<file path="src/rtl/tdm_demux8.sv">
// tdm_demux8: receive end of an 8-channel TDM link.
// Hunts for the frame sync, tracks the slot index, collects slots 0..6 in a
// shadow register and publishes the full 8-bit frame when slot 7 arrives.
// Missed syncs are tolerated up to LOSS_LIMIT-1 consecutive frames.
module tdm_demux8 #(
    parameter int LOSS_LIMIT = 2
) (
    input  logic       clk,
    input  logic       rst,
    input  logic       en,
    input  logic       din,
    input  logic       sync,
    output logic [7:0] dout,
    output logic       dout_valid,
    output logic [2:0] sel,
    output logic       locked,
    output logic       sync_err
);

    typedef enum logic {
        HUNT   = 1'b0,
        LOCKED = 1'b1
    } state_t;

    // Widened so miss+1 never wraps when compared with the limit.
    localparam logic [4:0] LOSS_LIM = 5'(LOSS_LIMIT);

    state_t     state_q, state_d;
    logic [6:0] shadow_q, shadow_d;
    logic [2:0] slot_q, slot_d;
    logic [3:0] miss_q, miss_d;
    logic [7:0] dout_q, dout_d;
    logic       dout_valid_q, dout_valid_d;
    logic       sync_err_q, sync_err_d;
    logic [4:0] miss_inc;

    assign miss_inc = {1'b0, miss_q} + 5'd1;

    // State and datapath registers; reset returns everything to HUNT/zero.
    always_ff @(posedge clk) begin
        if (rst) begin
            state_q      <= HUNT;
            shadow_q     <= '0;
            slot_q       <= '0;
            miss_q       <= '0;
            dout_q       <= '0;
            dout_valid_q <= 1'b0;
            sync_err_q   <= 1'b0;
        end else begin
            state_q      <= state_d;
            shadow_q     <= shadow_d;
            slot_q       <= slot_d;
            miss_q       <= miss_d;
            dout_q       <= dout_d;
            dout_valid_q <= dout_valid_d;
            sync_err_q   <= sync_err_d;
        end
    end

    // Next-state and slot bookkeeping; nothing moves unless a strobe arrives.
    always_comb begin
        state_d      = state_q;
        shadow_d     = shadow_q;
        slot_d       = slot_q;
        miss_d       = miss_q;
        dout_d       = dout_q;
        dout_valid_d = 1'b0;
        sync_err_d   = 1'b0;
        if (en) begin
            unique case (state_q)
                HUNT: begin
                    slot_d = 3'd0;
                    if (sync) begin
                        shadow_d[0] = din;
                        slot_d      = 3'd1;
                        miss_d      = 4'd0;
                        state_d     = LOCKED;
                    end
                end
                LOCKED: begin
                    if (sync) begin
                        // A sync anywhere restarts the frame; off slot 0 the
                        // partial frame is dropped and flagged.
                        sync_err_d  = (slot_q != 3'd0);
                        shadow_d[0] = din;
                        slot_d      = 3'd1;
                        miss_d      = 4'd0;
                    end else if (slot_q == 3'd0) begin
                        if (miss_inc < LOSS_LIM) begin
                            miss_d      = miss_inc[3:0];
                            shadow_d[0] = din;
                            slot_d      = 3'd1;
                        end else begin
                            state_d = HUNT;
                            slot_d  = 3'd0;
                            miss_d  = 4'd0;
                        end
                    end else if (slot_q == 3'd7) begin
                        dout_d       = {din, shadow_q};
                        dout_valid_d = 1'b1;
                        slot_d       = 3'd0;
                    end else begin
                        for (int k = 1; k < 7; k++) begin
                            if (slot_q == 3'(k)) shadow_d[k] = din;
                        end
                        slot_d = slot_q + 3'd1;
                    end
                end
                default: state_d = HUNT;
            endcase
        end
    end

    // Outputs come straight from registers.
    always_comb begin
        dout       = dout_q;
        dout_valid = dout_valid_q;
        sel        = slot_q;
        locked     = (state_q == LOCKED);
        sync_err   = sync_err_q;
    end

endmodule

</file>
<file path="config.mk">
export PLATFORM = sky130hd
export DESIGN_NAME = tdm_demux8
export DESIGN_NICKNAME = d
export VERILOG_FILES = /design/src/rtl/tdm_demux8.sv
export SDC_FILE = /design/constraint.sdc
export NUM_CORES = 1
export LEC_CHECK = 0
export CAP_MARGIN = 25
export CORE_MARGIN = 2
export CORE_UTILIZATION = 50
export CTS_BUF_LIST = sky130_fd_sc_hd__clkbuf_4
export CTS_CLUSTER_SIZE = 10
export DETAILED_ROUTE_END_ITERATION = 7
export PLACE_DENSITY = 0.79
export SKIP_LAST_GASP = 1
export SLEW_MARGIN = 20
export SYNTH_ARGS = -nofsm -noshare
export SYNTH_HDL_FRONTEND = slang
export SYNTH_SLANG_ARGS = --single-unit
</file>
<file path="constraint.sdc">
create_clock -name clk -period 4.9 [get_ports clk]
set_input_delay 0.98 -clock clk [delete_from_list [all_inputs] [get_ports clk]]
set_output_delay 0.98 -clock clk [all_outputs]
set_load 0.005 [all_outputs]
</file>
==> run metrics, run 1 <==
commonest non-fill, non-tap cell in the layout=dfxtp_1; I/O Buffers=18; Synth warnings=0; RePlAce Congestion=0.9163; first-pass GRT wire length=between 3000 and 4000 um; final worst slack=2.158 ns; post-CTS sizing=0; Mapped Cells=123; synth top area cells=dfxtp_1, mux2i_1, ha_1, nand2b_1, nor2_1; most frequent cells in the layout=dfxtp_1, clkdlybuf4s50_1, mux2i_1; Post-Synth Adder-Cell Area=7.527%; Final Core Density=62.50%; met1 Use GR=24.82%; crit-path max FO=10; syn_nets=135; share of cells above drive strength 1=6.383%; total vias in the final route=approximately 960; Place WS=1.821 ns; Post-Synth XOR/XNOR Area=0%; final setup fails=0; met3 track demand over resource=about 3.1%; wire length per cell=13.25 um; vias in the first global route=868; DRC errors left=0; Peak supply drop=0.0001642 V; Max-Cap Viols=0; Worst Hold Slack=0.4907 ns; Power Total=0.3285 mW; crit share post-route=55.95%; Final Critical Period=2.742 ns; Worst setup EP type=flip-flop; drt total wl=2239 um; dpl cells=165; maximum root-to-sink buffer count=2; setup bufs post-CTS=0; Global Route met2 Usage=31.43%; flops & latches, synth=25; Sw Share=about a quarter; DRT antenna net count=0; kind of critical path=primary input to flip-flop; Power Dens Cells=237.6 nW/um^2; Clock Power Share=27.9%; via/cell ratio=5.663; width of the die=about 52 um; unrepaired setup endpoints after global routing=false; post-synth cell types=34; Hold Violations, Final=0; Iteration-0 DRC Markers=28; Mapped Area=1164 um^2; Req. time, crit path=around 5 ns; drt pass-1 iters=4; Slew headroom=48.87%; Int Pwr=between 0.2 and 0.25 mW; design area=1383 um^2; Yosys top cell area share=43.01%; sequential fraction of the synthesis area=43.01%; Net Switching=0.07941 mW; number of buffers created by CTS=3; Site Rows=17; CTS root buffer=clkbuf_4; CP Data Arrival Time=between 2 and 3 ns; leakage=0.5312 nW; GRT Resource Usage Total=between 10% and 20%; # IOs=19; Post-DP Area=1353 um^2; status=finished, final reports clean; Die Area=between 2000 and 3000 um^2; Hold Buf Count CTS=0; post-synthesis simple-gate area fraction=25.81%; sequential share of power=63.4%; Slew Viols, Final=0; insertion delay to the later sink of the worst-skew pair=slightly above 0.3 ns; Worst setup SP type=primary input; # diodes=0; busiest grt layer=met2; HPWL after DPL=1606 um; min-delay worst type=flip-flop to flip-flop; Logic pwr share=under 10%; Syn Area/Cell=roughly 9.5 um^2; mux share of post-synthesis cell area=12.04%; Compound-Gate Fraction of Synth Area=7.957%; antenna violations before repair=0; Layout Nets=around 150; Worst Max-Slew Pin Slew=~0.76 ns; Setup Skew=0.001562 ns; Core ar.=2212 um^2; Initial Util=52.60%; Reg clk slew, reported paths=0.13 ns; largest net degree at the start of global routing=25; TritonCTS Sinks=25; synth-to-layout area growth=18.82%; H-tree levels=1; FILL cells=192; Non-Filler Instances=169; Die H=52.24 um; fmax=0.3647 GHz; largest family of logic cells by synthesized area=simple AND/OR/NAND/NOR gates; setup TNS=0 ns; CTS tree=done; area leader, netlist=dfxtp_1; Overflow after GRT=0
==> worst max-delay path, cell delays in order <==
cell,delay [ns]
clkdlybuf4s50_1,0.64
nand2_1,0.22
nor4b_2,0.50
buf_2,0.31
mux2i_1,0.22
nor2_1,0.06
==> state kept, by name, indices dropped and copies added (netlist names) <==
register	flops
dout	8
shadow_q	7
miss_q	4
sel	3
dout_valid	1
locked	1
sync_err	1
==> Yosys cell counts (all sizes together) <==
cell and number:
a311oi 1, and4b 1, a21o 1, nand4 3
a21boi 1, o22ai 1, or3 1, buf 4
or2 1, dfxtp 25, nand3b 1, inv 3
nor4 2, nand3 3, nor2b 3, o21ai 3
nor4b 1, mux2i 14, o211ai 1, nand2b 9
a21oi 8, ha 7, and2b 1, and3 1
and2 4, nor3 2, nand2 8, nor2 12
clkbuf 1
==> cell families after synthesis <==
kind of cell,after synthesis
compound gates,16
simple gates,53
fa+ha+maj,7
mux,14
flops,25
buf+inv,8
==> power by group through the flow <==
stage	clock network [mW]	logic, mW	registers [mW]
after floorplan	0	0.0185	0.212
after global placement	0	0.0271	0.213
after detailed placement	0	0.0279	0.213
after CTS	0.0956	0.0283	0.208
after global routing	0.104	0.0320	0.209
final	0.0916	0.0286	0.208
==> worst paths after layout <==
path	startpoint	to	slack, ns	cells after the start
setup / recovery	en	dout[5]	2.16	6
hold / removal	shadow_q[6]	shadow_q[6]	0.49	2
setup reg to reg	sel[0]	dout[5]	2.63	7
hold reg to reg	shadow_q[6]	shadow_q[6]	0.49	2
==> routing by layer <==
metal	wire length, um	part of all wire [%]
met5	0	0
met4	25	1.1
met3	137	6.1
met2	1071	48
met1	1005	45
==> layout make-up <==
class                   count  area, um^2  share of cell area (%)
clock buffers               3       22.52                   1.629
clock inverters             1       7.507                  0.5430
inverters                   3       11.26                  0.8145
multi-input cells          90       620.6                   44.89
flip-flops and latches     25       500.5                   36.20
well taps                  28       35.03                   2.534
repair buffers             19       185.2                   13.39
Note: power is estimated with default switching activity, not from simulation.
==> run 2, diff against run 1 <==
--- a/config.mk
+++ b/config.mk
@@ -7,11 +7,11 @@
 export LEC_CHECK = 0
 export CAP_MARGIN = 25
 export CORE_MARGIN = 2
-export CORE_UTILIZATION = 50
+export CORE_UTILIZATION = 49
 export CTS_BUF_LIST = sky130_fd_sc_hd__clkbuf_4
 export CTS_CLUSTER_SIZE = 10
 export DETAILED_ROUTE_END_ITERATION = 7
-export PLACE_DENSITY = 0.79
+export PLACE_DENSITY = 0.81
 export SKIP_LAST_GASP = 1
 export SLEW_MARGIN = 20
 export SYNTH_ARGS = -nofsm -noshare
==> constraint.sdc (replaced) <==
create_clock -name clk -period 2.35 [get_ports clk]
set_input_delay 0.47 -clock clk [delete_from_list [all_inputs] [get_ports clk]]
set_output_delay 0.47 -clock clk [all_outputs]
set_load 0.005 [all_outputs]
==> run 2 against run 1 <==
Compared with the run above: combinational power rose by 120%; routed wire length rose by 0.71%; worst setup slack got worse by 1.8 ns; die area rose by 1.9%; total power rose by 110%; critical endpoint is now dout[1]; clock-buffer cell count did not move; sequential power rose by 110%; hold slack improved by 0.0085 ns; sequential share of layout area fell by 0.64 points; critical path depth rose by 1; highest routed layer unchanged; clock skew rose by 0.0018 ns; largest cell class unchanged; utilization rose by 0.53 points.
==> run metrics, run 2 (synthesis results as in run 1) <==
status=finished, final reports clean; Layout Nets=157; Max-Cap Viols=0; Power Dens Cells=493.2 nW/um^2; via/cell ratio=5.465; drt pass-1 iters=4; worst hold stages=2; Slew Viols, Final=0; first-pass GRT wire length=3891 um; synth-to-layout area growth=20.97%; TritonCTS Sinks=25; I/O Buffers=18; drt total wl=2255 um; hold path start=shadow_q[5]; largest net degree at the start of global routing=18; crit-path max FO=9; leakage=between 0.5 and 0.6 nW; Worst Hold Slack=between 0.4 and 0.5 ns; Die H=52.73 um; RePlAce Congestion=0.8267; setup TNS=0 ns; width of the die=52.73 um; Die Area=2780 um^2; CP startpoint=sel[0]; Worst setup EP type=flip-flop; insertion delay to the later sink of the worst-skew pair=0.32 ns; DRT antenna net count=0; final setup fails=0; CTS root buffer=clkbuf_4; most frequent cells in the layout=dfxtp_1, clkdlybuf4s50_1, mux2i_1; number of buffers created by CTS=3; Hold Path Sink=shadow_q[5]; Iteration-0 DRC Markers=13; kind of critical path=flip-flop to flip-flop; final worst slack=0.3610 ns; Setup Skew=around 0.0033 ns; Worst setup SP type=flip-flop; Place WS=roughly 0.34 ns; maximum root-to-sink buffer count=2; Worst Max-Slew Pin Slew=0.5416 ns; min-delay worst type=flip-flop to flip-flop; # diodes=0; HPWL after DPL=1656 um; max reg flops=8; Reg clk slew, reported paths=0.14 ns; total vias in the final route=940; CP Data Arrival Time=2.20 ns; Overflow after GRT=0; fmax=0.5028 GHz; Final Critical Period=1.989 ns; wire length per cell=approximately 13 um; worst reg2reg path startpoint=sel[0]; GRT Resource Usage Total=19.15%; commonest non-fill, non-tap cell in the layout=dfxtp_1; share of cells above drive strength 1=8.333%; vias in the first global route=922; Req. time, crit path=2.56 ns; # IOs=19; crit share post-route=~85%; antenna violations before repair=0; H-tree levels=1; post-CTS sizing=0; Slew headroom=63.78%; Peak supply drop=0.0003574 V; Site Rows=17; reg2reg path depth=7; Initial Util=between 50 and 60%; RR Endpoint=dout[1]; Core ar.=between 2000 and 2500 um^2; unrepaired setup endpoints after global routing=false; Hold Buf Count CTS=0; setup bufs post-CTS=0; DRC errors left=0; Hold Violations, Final=0; r2r setup slk=0.36 ns; CTS tree=done
run 2: changes by cell type in the layout (fill, tap and decap cells not counted), sizes merged:
cell  delta
buf      +3
run 2: worst max-delay path by stage:
stage / endpoint / slack (ns)
finish: dout[1] / 0.36
global route: dout[3] / 0.22
CTS: dout[1] / 0.37
detailed placement: dout[1] / 0.34
global placement: dout[1] / 0.40
floorplan: dout[7] / 0.63
run 2: worst max-delay path, stage by stage, from the launching register on:
cell,delay [ns]
dfxtp_1,0.50
inv_1,0.12
ha_1,0.28
nor2b_2,0.21
nor4b_2,0.26
buf_4,0.24
mux2i_1,0.21
nor2_1,0.05
run 2: area by class of cell:
type                       count  area (um^2)
clock inverter                 1        7.507
multi-input combinational     90        620.6
tap                           28        35.03
sequential                    25        500.5
timing repair buffer          22        210.2
inverter                       3        11.26
fill                         203        825.8
clock buffer                   3        22.52
run 2: per-layer routing:
metal	track usage, %	wire, um
met4	7.265	12
met1	23.68	1036
met3	4.286	74
met5	0	0
met2	32.08	1131
run 2: where the power goes:
part,internal (mW),leakage (nW),switching [mW]
sequential,0.428,0.202,0.00671
combinational,0.0294,0.330,0.0332
clock,0.0649,0.0139,0.131
total,0.523,0.545,0.171
run 2: per-stage QoR:
stage          cell area [um^2]  cells  util (%)  power (mW)
2_1_floorplan              1164    123         -      0.4808
3_3_place_gp               1378    168     61.68      0.5037
3_5_place_dp               1378    168     61.68      0.5053
4_1_cts                    1408    172     63.03      0.7026
5_1_grt                    1408    172     63.03      0.7296
6_report                   1408    172     63.03      0.6942
